File: src/rtl/crc_bit_serializer_pkg.sv
// Types shared by the byte-to-bit serializer and the serial CRC engine.
package crc_bit_serializer_pkg;

  localparam int unsigned CRC_DATA_W = 8;

  typedef enum logic [1:0] {
    ST_IDLE  = 2'd0,
    ST_SHIFT = 2'd1,
    ST_GAP   = 2'd2
  } ser_state_e;

  typedef struct packed {
    logic                  last;
    logic [CRC_DATA_W-1:0] data;
  } fifo_entry_t;

endpackage

File: src/rtl/crc_sync_fifo.sv
// Single-clock show-ahead FIFO; pushes while full and pops while empty are dropped.
module crc_sync_fifo #(
  parameter int unsigned WIDTH = 9,
  parameter int unsigned DEPTH = 4
) (
  input  logic                     clk,
  input  logic                     rst,
  input  logic                     push,
  input  logic [WIDTH-1:0]         wr_data,
  input  logic                     pop,
  output logic [WIDTH-1:0]         rd_data,
  output logic                     full,
  output logic                     empty,
  output logic [$clog2(DEPTH):0]   level
);

  localparam int unsigned PTR_W = $clog2(DEPTH);
  localparam int unsigned LVL_W = $clog2(DEPTH) + 1;

  logic [WIDTH-1:0] mem [DEPTH];
  logic [PTR_W-1:0] wr_ptr;
  logic [PTR_W-1:0] rd_ptr;
  logic             do_push;
  logic             do_pop;

  assign full    = (level == LVL_W'(DEPTH));
  assign empty   = (level == '0);
  assign do_push = push && !full;
  assign do_pop  = pop && !empty;
  assign rd_data = mem[rd_ptr];

  // Storage carries no reset; occupancy tracking alone defines validity.
  always_ff @(posedge clk) begin
    if (do_push) begin
      mem[wr_ptr] <= wr_data;
    end
  end

  // Pointers wrap naturally because DEPTH is a power of two.
  always_ff @(posedge clk or posedge rst) begin
    if (rst) begin
      wr_ptr <= '0;
      rd_ptr <= '0;
      level  <= '0;
    end else begin
      if (do_push) wr_ptr <= wr_ptr + PTR_W'(1);
      if (do_pop)  rd_ptr <= rd_ptr + PTR_W'(1);
      case ({do_push, do_pop})
        2'b10:   level <= level + LVL_W'(1);
        2'b01:   level <= level - LVL_W'(1);
        default: level <= level;
      endcase
    end
  end

endmodule

File: src/rtl/crc_bit_serializer.sv
// Buffers framed words and emits them MSB-first, one bit per clock, with a
// forced idle gap after each frame so the downstream CRC can publish its result.
module crc_bit_serializer
  import crc_bit_serializer_pkg::*;
#(
  parameter int unsigned DATA_W     = 8,
  parameter int unsigned FIFO_DEPTH = 4,
  parameter int unsigned GAP_CYCLES = 2
) (
  input  logic                          clk,
  input  logic                          rst,
  input  logic [DATA_W-1:0]             s_data,
  input  logic                          s_valid,
  input  logic                          s_last,
  output logic                          s_ready,
  output logic                          bit_out,
  output logic                          bit_valid,
  output logic                          frame_end,
  output logic                          busy,
  output logic [$clog2(FIFO_DEPTH):0]   fifo_level
);

  localparam int unsigned ENTRY_W = DATA_W + 1;
  localparam int unsigned CNT_W   = $clog2(DATA_W + 1);
  localparam int unsigned GAP_W   = $clog2(GAP_CYCLES + 1);
  localparam logic [CNT_W-1:0] CNT_LOAD = CNT_W'(DATA_W - 1);
  localparam logic [GAP_W-1:0] GAP_LOAD = GAP_W'(GAP_CYCLES - 1);

  ser_state_e          state, state_d;
  logic [DATA_W-1:0]   shreg, shreg_d;
  logic [CNT_W-1:0]    bit_cnt, bit_cnt_d;
  logic [GAP_W-1:0]    gap_cnt, gap_cnt_d;
  logic                cur_last, cur_last_d;
  logic                bit_out_d, bit_valid_d, frame_end_d;

  logic                pop;
  logic                load;
  logic [ENTRY_W-1:0]  fifo_rd;
  logic                fifo_full;
  logic                fifo_empty;
  logic [DATA_W-1:0]   rd_word;
  logic                rd_last;

  assign rd_word = fifo_rd[DATA_W-1:0];
  assign rd_last = fifo_rd[DATA_W];
  assign s_ready = !fifo_full;
  assign busy    = (state != ST_IDLE) || !fifo_empty;

  crc_sync_fifo #(
    .WIDTH (ENTRY_W),
    .DEPTH (FIFO_DEPTH)
  ) u_fifo (
    .clk     (clk),
    .rst     (rst),
    .push    (s_valid),
    .wr_data ({s_last, s_data}),
    .pop     (pop),
    .rd_data (fifo_rd),
    .full    (fifo_full),
    .empty   (fifo_empty),
    .level   (fifo_level)
  );

  // shreg holds the bits still to be shown; bit_out always presents the current bit.
  always_comb begin
    state_d     = state;
    shreg_d     = shreg;
    bit_cnt_d   = bit_cnt;
    gap_cnt_d   = gap_cnt;
    cur_last_d  = cur_last;
    bit_out_d   = 1'b0;
    bit_valid_d = 1'b0;
    frame_end_d = 1'b0;
    load        = 1'b0;
    pop         = 1'b0;

    case (state)
      ST_IDLE: begin
        if (!fifo_empty) load = 1'b1;
      end
      ST_SHIFT: begin
        if (bit_cnt != '0) begin
          bit_out_d   = shreg[DATA_W-1];
          bit_valid_d = 1'b1;
          frame_end_d = cur_last && (bit_cnt == CNT_W'(1));
          shreg_d     = shreg << 1;
          bit_cnt_d   = bit_cnt - CNT_W'(1);
        end else if (cur_last) begin
          state_d   = ST_GAP;
          gap_cnt_d = GAP_LOAD;
        end else if (!fifo_empty) begin
          load = 1'b1;
        end else begin
          state_d = ST_IDLE;
        end
      end
      ST_GAP: begin
        if (gap_cnt == '0) state_d = ST_IDLE;
        else               gap_cnt_d = gap_cnt - GAP_W'(1);
      end
      default: state_d = ST_IDLE;
    endcase

    // Popping a word presents its MSB on the very next edge, so words chain without a bubble.
    if (load) begin
      pop         = 1'b1;
      state_d     = ST_SHIFT;
      bit_out_d   = rd_word[DATA_W-1];
      bit_valid_d = 1'b1;
      frame_end_d = rd_last && (CNT_LOAD == '0);
      shreg_d     = rd_word << 1;
      bit_cnt_d   = CNT_LOAD;
      cur_last_d  = rd_last;
    end
  end

  always_ff @(posedge clk or posedge rst) begin
    if (rst) begin
      state     <= ST_IDLE;
      shreg     <= '0;
      bit_cnt   <= '0;
      gap_cnt   <= '0;
      cur_last  <= 1'b0;
      bit_out   <= 1'b0;
      bit_valid <= 1'b0;
      frame_end <= 1'b0;
    end else begin
      state     <= state_d;
      shreg     <= shreg_d;
      bit_cnt   <= bit_cnt_d;
      gap_cnt   <= gap_cnt_d;
      cur_last  <= cur_last_d;
      bit_out   <= bit_out_d;
      bit_valid <= bit_valid_d;
      frame_end <= frame_end_d;
    end
  end

endmodule

File: config.mk
export PLATFORM = sky130hd
export DESIGN_NAME = crc_bit_serializer
export DESIGN_NICKNAME = d
export VERILOG_FILES = /design/src/rtl/crc_bit_serializer_pkg.sv /design/src/rtl/crc_sync_fifo.sv /design/src/rtl/crc_bit_serializer.sv
export SDC_FILE = /design/constraint.sdc
export NUM_CORES = 1
export LEC_CHECK = 0
export CORE_ASPECT_RATIO = 1.75
export CORE_MARGIN = 2
export CORE_UTILIZATION = 57
export CTS_BUF_LIST = sky130_fd_sc_hd__clkbuf_16
export DETAILED_ROUTE_END_ITERATION = 8
export PLACE_DENSITY_LB_ADDON = 0.2
export SETUP_SLACK_MARGIN = 0.5
export SYNTH_ARGS = -nofsm -noshare
export SYNTH_HDL_FRONTEND = slang
export SYNTH_SLANG_ARGS = --single-unit
File: constraint.sdc
create_clock -name clk -period 3.3 [get_ports clk]
set_input_delay 0.66 -clock clk [delete_from_list [all_inputs] [get_ports clk]]
set_output_delay 0.66 -clock clk [all_outputs]
set_load 0.01 [all_outputs]
==> results of run 1 <==
## area by class of cell
class	count	share of cell area
clock buffer	9	0.0690
clock inverter	7	0.0184
inverter	16	0.0184
multi-input combinational	100	0.281
sequential	62	0.530
tap	52	0.0199
timing repair buffer	21	0.0629
## logic make-up after synthesis
family	synth area share
DFF	0.634
xor gates and xnor gates	0.0225
adders and majority gates	0.0486
muxes	0.0898
AOI/OAI and AO/OA	0.0885
buffers and inverters	0.0380
and+or+nand+nor	0.0784
## worst paths after layout
check | startpoint | end | slack [ps] | depth (start not counted)
hold reg to reg | shreg[7] | bit_out | 530 | 1
setup / recovery | bit_cnt[0] | u_fifo.level[2] | 710 | 11
setup reg to reg | bit_cnt[0] | u_fifo.level[2] | 710 | 11
min in group asynchronous | rst | u_fifo.level[0] | 880 | 2
max in group asynchronous | rst | shreg[7] | 1830 | 2
hold / removal | shreg[7] | bit_out | 530 | 1
## Yosys cell counts, drive strengths merged
library cell,instances
or4b,1
nor2b,1
and4,1
nand2b,1
ha,9
a31oi,6
o2111ai,3
o21ai,13
nor3,2
o311ai,2
and3,5
clkbuf,6
xor2,2
mux2i,2
buf,3
nand2,1
a31o,1
mux2,2
and2,1
xnor2,5
dfrtp,26
fa,1
nand4,2
o211ai,1
nor2,6
a21oi,1
nor4b,1
nor3b,1
or3b,2
nand3,9
a22oi,1
inv,16
a22o,2
edfxtp,36
or3,1
a2111oi,5
mux4,9
## worst register-to-register path, stage by stage (launching register included)
cell	delay [ps]
dfrtp_1	410
inv_1	120
ha_1	240
nor4b_4	320
o211ai_4	200
inv_2	160
ha_1	200
inv_1	60
fa_1	370
xor2_1	150
nor2_1	110
xor2_1	160
## power by group through the flow
stage	Clock [mW]	Sequential (mW)	Combinational (mW)
after CTS	0.892	1.29	0.923
after detailed placement	0	1.30	0.912
after floorplan	0	1.19	0.720
final	0.882	1.29	0.935
after global routing	0.927	1.33	1.03
after global placement	0	1.27	0.864
## sequential cells by signal, summed over array words and instances, names as in the netlist, 2 cells and up
signal	count
state	2
bit_cnt	4
u_fifo.rd_ptr	2
u_fifo.wr_ptr	2
shreg	7
u_fifo.mem	36
gap_cnt	2
u_fifo.level	3
## layout by cell type, fill, tap and decap left out, types with 3 or more instances in the layout
cell             netlist  routed
dfrtp_1               26      26
o21ai_0               12      12
and3_1                 4       4
ha_1                   9       9
nand3_1                9       9
clkdlybuf4s50_1        0      19
nor2_1                 6       6
edfxtp_1              36      36
clkbuf_16              0       9
xnor2_1                5       5
mux4_2                 9       9
a2111oi_0              5       5
o2111ai_1              3       3
clkinv_2               0       3
a31oi_1                6       6
inv_1                 15      17
## metal layers
| metal | routed length, µm | GRT usage | vias to the layer above |
|---|---|---|---|
| met4 | 180 | 0.121 | 0 |
| met2 | 2760 | 0.366 | 50 |
| met1 | 1860 | 0.221 | 847 |
| met5 | 0 | 0 | - |
| li1 | - | - | 758 |
| met3 | 189 | 0.0665 | 16 |
## repair_timing
action	4_1_cts	5_1_grt
gates resized for setup	1	2
endpoints found under the setup margin	1	2
endpoints found under the hold margin	0	0
buffers inserted	0	1
cloned	0	0
## metrics by stage
| step | total power, mW | hold slack, ps | utilization |
|---|---|---|---|
| detailed placement | 2.21 | 524 | 0.632 |
| finish | 3.11 | 529 | 0.700 |
| global placement | 2.14 | 509 | 0.632 |
| CTS | 3.11 | 531 | 0.695 |
| floorplan | 1.92 | 466 | - |
| global route | 3.29 | 534 | 0.700 |
==> results_dict.tcl, run 1 <==
set metrics [dict create \
    outcome "finished, final reports clean" \
    vdd_ir_drop_max_v 0.000665 \
    leakage_nw 1.26 \
    place_congestion 0.797 \
    grt_pass1_wl_um 8050 \
    numCtsBuffers 9 \
    htree_levels 3 \
    area_growth_pct 19.6 \
    place_hpwl_um 3480 \
    ys_ff_latch 62 \
    yosysUniqueCellTypes 42 \
    diodes 0 \
    fillers 313 \
    rsz0062_at_grt "false" \
    drc 0 \
    fin_setup_tns_ps 0 \
    vias 1671 \
    path_clk_slew_ps 50 \
    fin_crit_ps 2590 \
    path_delay_family "adder cells" \
    combPwrFrac 0.301 \
    cts_sinks 62 \
    setup_slack_ps 713 \
    crit_arrival_ps 2830 \
    p_clk_frac 0.284 \
    start_kind "flop" \
    synth_top_cell_by_area "edfxtp_1" \
    hold_viol 0 \
    switchingPower_uw 999 \
    seqCellArea_um2 1730 \
    core_area_um2 4670 \
    stdcell_count 267 \
    ant_nets 0 \
    root_buffer "clkbuf_16" \
    grt_pass1_vias 1702 \
    start_util 0.585 \
    firstDrtPassIters 4 \
    seq_power_share 0.415 \
    syn_avg_cell_area_um2 14.6 \
    critPathRequiredTime_ps 3550 \
    numPortBuffers 19 \
    synthTopCellsByArea "edfxtp_1 (40%), dfrtp_1 (24%), mux4_2 (7.4%), ha_1 (4.1%), o21ai_0 (2.2%)" \
    netlist_area_um2 2730 \
    routed_wirelength_um 4990 \
    fmax_ghz 0.387 \
    yosys_warnings 0 \
    worstMarginPinSlew_ps 982 \
    intPower_mw 2.11 \
    design_area_um2 3260 \
    drtIter0Drc 62 \
    syn_nets 209 \
    final-max-slew-violation-count 0 \
    netSwitchingFraction 0.321 \
    vias_per_cell 6.26 \
    std_cell_rows 33 \
    cp_max_fo 12 \
    wl_per_cell_um 18.7 \
    die_area_um2 5380 \
    clk_path_buf_depth 2 \
    place_area_um2 2950 \
    grt_max_degree 27 \
    crit_type "flop to flop" \
    multiInputGateArea_um2 917 \
    cts_tree "done" \
    dp_cells 250 \
    clk_latency_ps 320 \
    hp-class "flop to flop" \
    yosysTopAreaCellShare 0.396 \
    antenna_found_initial 0 \
    drive_gt1_frac 0.144 \
    overflow 0 \
    worstPathCellList "inv_1, ha_1, nor4b_4, o211ai_4, inv_2, ha_1, inv_1, fa_1, xor2_1, nor2_1, xor2_1" \
    yosysSeqAreaShare 0.634 \
    io_pins 20 \
    critPathBufInv 3 \
    die_height_um 95.6 \
    syn_inst 187 \
    worst_slew_margin_rel 0.345 \
    die_w_um 56.3 \
    max_stage_delay_ps 410 \
    grt_usage 0.210 \
    p_per_area_nw_per_um2 952 \
    drv_cap 0 \
    final-setup-viol-count 0 \
    place_ws_ps 523 \
    cp-end-kind "flop" \
    hold_buffers 0 \
    fin_crit_sh 0.784 \
    finalNetCount 232 \
    crit_slowest_cell "dfrtp_1" \
    finalClockSkew_ps 3.28 \
]
Note: power is estimated with default switching activity, not from simulation.
==> run 2: changes to the inputs <==
- CORE_UTILIZATION: 57 -> 52
- clock period: 3.3 -> 2.2 ns (I/O delays scaled with it)
==> run 2 against run 1 <==
Against the previous run:
- setup slack worse by 650 ps
- clock power is 51% higher
- first-iteration DRC count is 31% higher
- largest cell class unchanged
- cell count up 12%
- power grew 69%
- fmax increased by 21%
- worst hold slack got worse by 52 ps
- die area is 9.1% higher
- highest routed layer unchanged
- critical path depth stayed put
==> results_dict.tcl, run 2 (synthesis gave the netlist of run 1 again) <==
set metrics [dict create \
    crit_type "flop to flop" \
    antenna_found_initial 0 \
    drive_gt1_frac 0.332 \
    root_buffer "clkbuf_16" \
    seq_power_share 0.355 \
    crit_arrival_ps 2390 \
    largest-register "u_fifo.mem" \
    fillers 330 \
    io_pins 20 \
    grt_pass1_wl_um 9340 \
    cts_sinks 62 \
    max_stage_delay_ps 400 \
    critPathRequiredTime_ps 2450 \
    htree_levels 3 \
    worst_slew_margin_rel 0.662 \
    place_congestion 0.776 \
    clk_path_buf_depth 2 \
    area_growth_pct 33.0 \
    fin_crit_sh 0.972 \
    final-max-slew-violation-count 0 \
    clk_latency_ps 330 \
    p_per_area_nw_per_um2 1440 \
    p_clk_frac 0.254 \
    routed_wirelength_um 5790 \
    overflow 0 \
    wl_per_cell_um 19.4 \
    crit_top_cell "inv_2" \
    dp_cells 263 \
    rsz0062_at_grt "true" \
    diodes 0 \
    vias_per_cell 6.06 \
    grt_usage 0.223 \
    path_clk_slew_ps 50 \
    fin_crit_ps 2140 \
    crit_slowest_cell "dfrtp_1" \
    vias 1806 \
    worstPathCellList "inv_2, ha_4, nor4b_4, o211ai_2, inv_2, ha_4, inv_2, fa_2, xor2_2, nor2_1, xor2_1" \
    startpoint "bit_cnt[1]" \
    start_kind "flop" \
    final-setup-viol-count 0 \
    numPortBuffers 19 \
    top_regs "u_fifo.mem: 36 flops, shreg: 7 flops, bit_cnt: 4 flops" \
    grt_pass1_vias 1924 \
    whs_ps 477 \
    intPower_mw 3.52 \
    switchingPower_mw 1.72 \
    cp_max_fo 2 \
    finalClockSkew_ps 3.99 \
    finalNetCount 261 \
    start_util 0.544 \
    die_w_um 58.8 \
    numCtsBuffers 9 \
    combPwrFrac 0.391 \
    cp-end-kind "flop" \
    ant_nets 0 \
    fmax_ghz 0.468 \
    drc 0 \
    cts_tree "done" \
    grt_max_degree 27 \
    worstMarginPinSlew_ps 506 \
    vdd_ir_drop_max_v 0.000817 \
    timing.rr.start "bit_cnt[1]" \
    hold_viol 0 \
    leakage_nw 1.42 \
    core_area_um2 5020 \
    die_height_um 99.9 \
    firstDrtPassIters 4 \
    place_hpwl_um 3790 \
    largest_reg_flops 36 \
    netSwitchingFraction 0.329 \
    stdcell_count 298 \
    layout_common_cells "edfxtp_1 (36), buf_4 (26), dfrtp_1 (24)" \
    die_area_um2 5870 \
    drtIter0Drc 81 \
    outcome "finished, final reports clean" \
    std_cell_rows 34 \
    drv_cap 0 \
    final_common_cell "edfxtp_1" \
    hp-class "input pin to async pin" \
]
[run 2: cell count changes in the layout (fill, tap and decap cells not counted), sizes merged]
| cell | change |
|---|---|
| dlygate4sd2 | +2 |
| buf | +30 |
| clkdlybuf4s50 | -5 |
| clkbuf | +1 |
| clkdlybuf4s15 | +1 |
[run 2: cell type report]
type                    instances  area [µm²]  area share
multi-input cells             100        1050       0.289
flip-flops and latches         62        1730       0.478
inverters                      16        60.1      0.0165
well taps                      54        67.6      0.0186
repair buffers                 50         435       0.120
clock buffers                   9         225      0.0620
clock inverters                 7        58.8      0.0162
[run 2: timing repair]
action,4_1_cts,5_1_grt
gates resized for setup,24,14
hold buffers,0,0
setup endpoints to repair,16,13
pin swaps,8,5
setup buffers,12,7
[run 2: path summary, 6_finish.rpt]
| check | to | cells past startpoint | slack, ps |
|---|---|---|---|
| max | u_fifo.level[2] | 11 | 60 |
| min | frame_end | 3 | 480 |
| max reg2reg | u_fifo.level[2] | 11 | 60 |
| min reg2reg | bit_out | 1 | 530 |
| max in group asynchronous | u_fifo.rd_ptr[0] | 3 | 1440 |
| min in group clk | bit_out | 1 | 530 |
[run 2: stage by stage]
step	setup WS (ps)	cell area [µm²]	setup TNS (ps)	power [mW]	util
final	61.1	3630	0	5.24	0.723
after global routing	-38.5	3630	-38.5	5.51	0.723
after CTS	94.3	3530	0	5.10	0.702
after detailed placement	-4.98	3080	-4.98	3.52	0.613
after global placement	82.5	3080	0	3.39	0.613
after floorplan	91.7	2770	0	2.94	-
[run 2: routing by layer]
layer  vias to the layer above  GRT usage  routed length [µm]
met4                         0      0.129                 159
li1                        821          -                   -
met3                        13     0.0619                 201
met2                        48      0.379                3240
met1                       924      0.239                2190
met5                         -          0                   0
[run 2: critical path, delay by kind of cell, from the launching register on]
family | cells | cell delay (ps)
XOR/XNOR | 2 | 340
AND/OR/NAND/NOR | 2 | 370
buffers and inverters | 3 | 220
adder cells (fa/ha/maj) | 3 | 610
flip-flops | 1 | 400
AO/OA/AOI/OAI | 1 | 130
[run 2: power by group through the flow]
stage	registers [mW]	clock network (mW)	logic (mW)
floorplan	1.81	0	1.14
global placement	1.86	0	1.53
detailed placement	1.90	0	1.62
CTS	1.87	1.35	1.88
global route	1.89	1.40	2.22
finish	1.86	1.33	2.05
==> RTL change 1: new RTL, flow settings as in run 1 <==
`GAP_CYCLES`: 2 -> 1.
--- a/src/rtl/crc_bit_serializer.sv
+++ b/src/rtl/crc_bit_serializer.sv
@@ -5,7 +5,7 @@
 #(
   parameter int unsigned DATA_W     = 8,
   parameter int unsigned FIFO_DEPTH = 4,
-  parameter int unsigned GAP_CYCLES = 2
+  parameter int unsigned GAP_CYCLES = 1
 ) (
   input  logic                          clk,
   input  logic                          rst,
Check against the original RTL: no difference found for any inputs over 10 cycles, from zero or initial values and one cycle with rst high; that may be too few to reach the edited logic, so the function may still have changed.
==> RTL change 1 against run 1 <==
  * Synthesized area fell by 3.8%
  * Sequential cell count is 2 lower
  * Routed wire length shrank 0.36%
  * Worst hold slack better by 0.027 ns
  * Synthesized cell count shrank 9.6%
  * Core utilization is 1.9 points higher
  * Design area fell by 3.0%
  * Highest routed layer unchanged
  * Cell count shrank 6.0%
  * Total power up 3.0%
  * Worst setup slack worse by 0.061 ns
==> RTL change 1: results (changes against run 1) <==
| Metric | Value |
|---|---|
| Placement Cell Area | 2829 sq um (-4.1%) |
| Filler cells | 294 (-6.1%) |
| Post-synthesis mux area share | 9.000% (+0.017 points) |
| Initial drt markers | 86 (+39%) |
| Post-synthesis compound-gate area fraction | 8.524% (-0.32 points) |
| Crit-path max FO | 13 (+1) |
| Routed met2 length | 2.720 mm (-1.6%) |
| Storage cell area | 1682 sq um (-2.9%) |
| Post-Route M1 WL | 1.832 mm (-1.3%) |
| Share of layout cells above drive strength 1 | 14.00% (-0.42 points) |
| Non-clock buffers | 20 (-4.8%) |
| Number of global-route vias before repair | 1,673 (-1.7%) |
| Comb_multi_in | 91 (-9.0%) |
| Largest net degree at the start of global routing | 25 (-7.4%) |
| Clk network pwr share | 30.4% (+2.0 points) |
| GPL Wtd Cong | 0.7976 (+0.14%) |
| Syn_nets | 190 (-9.1%) |
| Global-route usage over all layers | 21.38% (+0.40 points) |
| Hold Path Depth | 2 (+1) |
| Syn avg cell area | 15.55 sq um (+6.5%) |
| Share of flip-flops with an asynchronous set or reset | 40.00% (-1.9 points) |
| Slew HR | 37.53% (+3.1 points) |
| Buffer share of cell area | 6.243% (-0.043 points) |
| Outcome | finished clean |
| Worst EP arrival | 2.89 ns (+0.06 ns) |
[RTL change 1: changes by cell type after synthesis, moves of 3 or more]
| cell | change |
|---|---|
| nor2_1 | -5 |
| nand2_1 | +4 |
| clkbuf_1 | -6 |
| mux4_1 | +3 |
| o21ai_0 | -4 |
| nand3_1 | -3 |
| mux4_2 | -3 |
| inv_1 | -3 |
[RTL change 1: per-stage QoR]
stage,utilization (%),setup WS [ns],std cells
after floorplan,-,0.9876,169
after detailed placement,64.23,0.4795,235
after CTS,71.59,0.5578,251
after global routing,71.90,0.5174,251
final,71.90,0.6528,251
after global placement,64.23,0.7204,235
[RTL change 1: logic make-up (layout without fill, tap and decap cells)]
kind of cell | Yosys count | in the layout
and+or+nand+nor | 33 | 33
AOI/OAI and AO/OA | 32 | 32
muxes | 11 | 11
adders and majority gates | 9 | 9
DFF | 60 | 60
xor gates and xnor gates | 6 | 6
buffers and inverters | 18 | 49
[RTL change 1: path summary, 6_finish.rpt]
| check | from | endpoint | slack (ns) |
|---|---|---|---|
| min reg2reg | shreg[1] | shreg[1] | 0.56 |
| max reg2reg | bit_cnt[0] | u_fifo.level[2] | 0.65 |
| min | shreg[1] | shreg[1] | 0.56 |
| max | bit_cnt[0] | u_fifo.level[2] | 0.65 |
| min in group asynchronous | rst | bit_cnt[3] | 0.85 |
| max in group asynchronous | rst | shreg[6] | 1.87 |
[RTL change 1: worst max-delay path, delay by kind of cell (launching register included)]
kind                       cells  cell delay (ns)
and+or+nand+nor                2             0.47
xor gates and xnor gates       2             0.31
adders and majority gates      3             0.80
buffers and inverters          3             0.35
DFF                            1             0.42
AOI/OAI and AO/OA              1             0.22
[RTL change 1: routing by layer]
layer / vias up / track usage (%)
met3: 20 / 5.923
met1: 785 / 24.42
li1: 712 / -
met2: 71 / 35.62
met5: - / 0
met4: 0 / 12.60
==> RTL change 2: new RTL, config.mk and constraints of run 1 <==
Made on the original files. The 3 states of `ser_state_e` get a one-hot encoding in 3 bits.
--- a/src/rtl/crc_bit_serializer_pkg.sv
+++ b/src/rtl/crc_bit_serializer_pkg.sv
@@ -3,10 +3,10 @@
 
   localparam int unsigned CRC_DATA_W = 8;
 
-  typedef enum logic [1:0] {
-    ST_IDLE  = 2'd0,
-    ST_SHIFT = 2'd1,
-    ST_GAP   = 2'd2
+  typedef enum logic [2:0] {
+    ST_IDLE  = 3'b001,
+    ST_SHIFT = 3'b010,
+    ST_GAP   = 3'b100
   } ser_state_e;
 
   typedef struct packed {
Formal check against the unedited RTL: same outputs for any inputs over 10 cycles, from zero or initial values and one cycle with rst high; not proved beyond that.
==> RTL change 2 against run 1 <==
  * Design area decreased by 0.15%
  * Largest cell class unchanged
  * Critical path type unchanged
  * Worst setup slack lost 0.055 ns
  * Routed wire length shrank 2.3%
  * Sequential cell count is 1 higher
  * Clock power grew 1%
  * Total power grew 1.8%
  * Synthesized area is essentially flat
  * Worst hold slack worse by 0.032 ns
==> RTL change 2: results (changes against run 1) <==
| Metric | Value |
|---|---|
| Post-synthesis mux area share | 11.90% (+2.9 points) |
| Fraction of area in clock buffers and inverters | 8.906% (+0.17 points) |
| Top post-synthesis cells by area | edfxtp_1 (40%), dfrtp_1 (24%), mux4_2 (7.4%), ha_1 (4.1%), mux2_2 (2.5%) |
| Pwr Total | 3.165 mW (+1.8%) |
| Total Nets Final | 220 (-5.2%) |
| Register area share after synthesis | 64.33% (+0.90 points) |
| Nonclk inv count | 15 (-1) |
| Clock-pin slew on the worst setup and hold paths | 0.05 ns (about the same) |
| Sequential cell power | ~1.3 mW |
| Skew final | 0.003674 ns (+0.0003981 ns) |
| Ant. Diodes | 0 (unchanged) |
| Total Wirelength | 4.877 mm (-2.3%) |
| Post-detail-place hpwl | 3.380 mm (-2.8%) |
| Fmax achieved | 378.5 MHz (-2.1%) |
| Share of flip-flops with an asynchronous set or reset | 42.86% (+0.92 points) |
| Synth Area in Adders | 4.853% (about the same) |
| GPL Wtd Cong | 0.9068 (+14%) |
| Cell variety after synth | 41 (-2.4%) |
| Post-synthesis compound-gate area fraction | 3.663% (-5.2 points) |
| Critical Path Max Stage Delay | approximately 0.42 ns |
| Area of the multi-input gates | 879.6 sq um (-4.1%) |
| CTS Hold Bufs | 0 (unchanged) |
| Global-route usage over all layers | 20.80% (-0.18 points) |
| Power Density | 971.1 nW/um^2 (+2.0%) |
| Placed Cells | 238 (-4.8%) |
| Worst R2R Path Depth | 12 (+1) |
| Syn_nets | 193 (-7.7%) |
| HP Start | shreg[1] |
| P_leak | 1.299 nW (+3.2%) |
| Buffer share of cell area | 6.296% (+0.0096 points) |
| Worst EP arrival | 2.88 ns (+0.05 ns) |
| Share of layout cells above drive strength 1 | 20.69% (+6.3 points) |
| Reg2reg setup slack | 0.66 ns (-0.06 ns) |
| Initial drt markers | 65 (+4.8%) |
| Seq/total area | 53.93% (+0.89 points) |
| Filler cells | 337 (+7.7%) |
| Comb power frac | 31.5% (+1.4 points) |
| Clk buf depth | 2 (unchanged) |
| XOR/XNOR Fraction of Synth Area | 2.885% (+0.64 points) |
| Comb_multi_in | 88 (-12%) |
| Placement Cell Area | 2959 sq um (+0.34%) |
| Crit-path max FO | 9 (-3) |
| Largest net degree at the start of global routing | 28 (+3.7%) |
| Outcome | finished clean |
| First-pass GRT wire length | 7.755 mm (-3.7%) |
| Post-DR wirelength/cell | 19.13 um (+2.3%) |
| FFs & Latches | 63 (+1.6%) |
| Number of global-route vias before repair | 1,592 (-6.5%) |
| Commonest cells in the netlist | edfxtp_1 (36), dfrtp_1 (26), inv_1 (14) |
| Worst VDD drop | 0.0006909 V (+3.8%) |
| I/O Buffers | 19 (unchanged) |
| Slew HR | 32.18% (-2.3 points) |
| Syn avg cell area | 15.98 sq um (+9.5%) |
| Vias per inst | 5.788 (-7.5%) |
| Pre-CTS setup slack | 0.5304 ns (+0.007539 ns) |
| Psw | 0.9792 mW (-2.0%) |
| End of the worst register-to-register path | u_fifo.level[2] |
## RTL change 2: cell types whose count changed after synthesis, sizes merged, moves of 4 or more
cell,before,now
a2111oi,5,0
a31oi,6,2
clkbuf,6,1
mux2,2,9
nand3,9,1
o21ai,13,1
## RTL change 2: worst min-delay path by stage
stage,end,slack (ns),depth (start not counted)
2_1_floorplan,shreg[1],0.46,1
3_3_place_gp,shreg[1],0.49,1
3_5_place_dp,shreg[1],0.49,1
4_1_cts,shreg[1],0.50,1
5_1_grt,shreg[1],0.54,1
6_report,shreg[1],0.50,1
## RTL change 2: repair_timing
item	in CTS	in global routing
resized for setup	1	0
pin swaps	0	1
endpoints found under the setup margin	1	1
buffers inserted	0	1
## RTL change 2: layer usage
layer	track usage (%)	wire [um]
met4	12.30	163
met3	7.463	204
met2	37.94	2855
met5	0	0
met1	19.57	1653
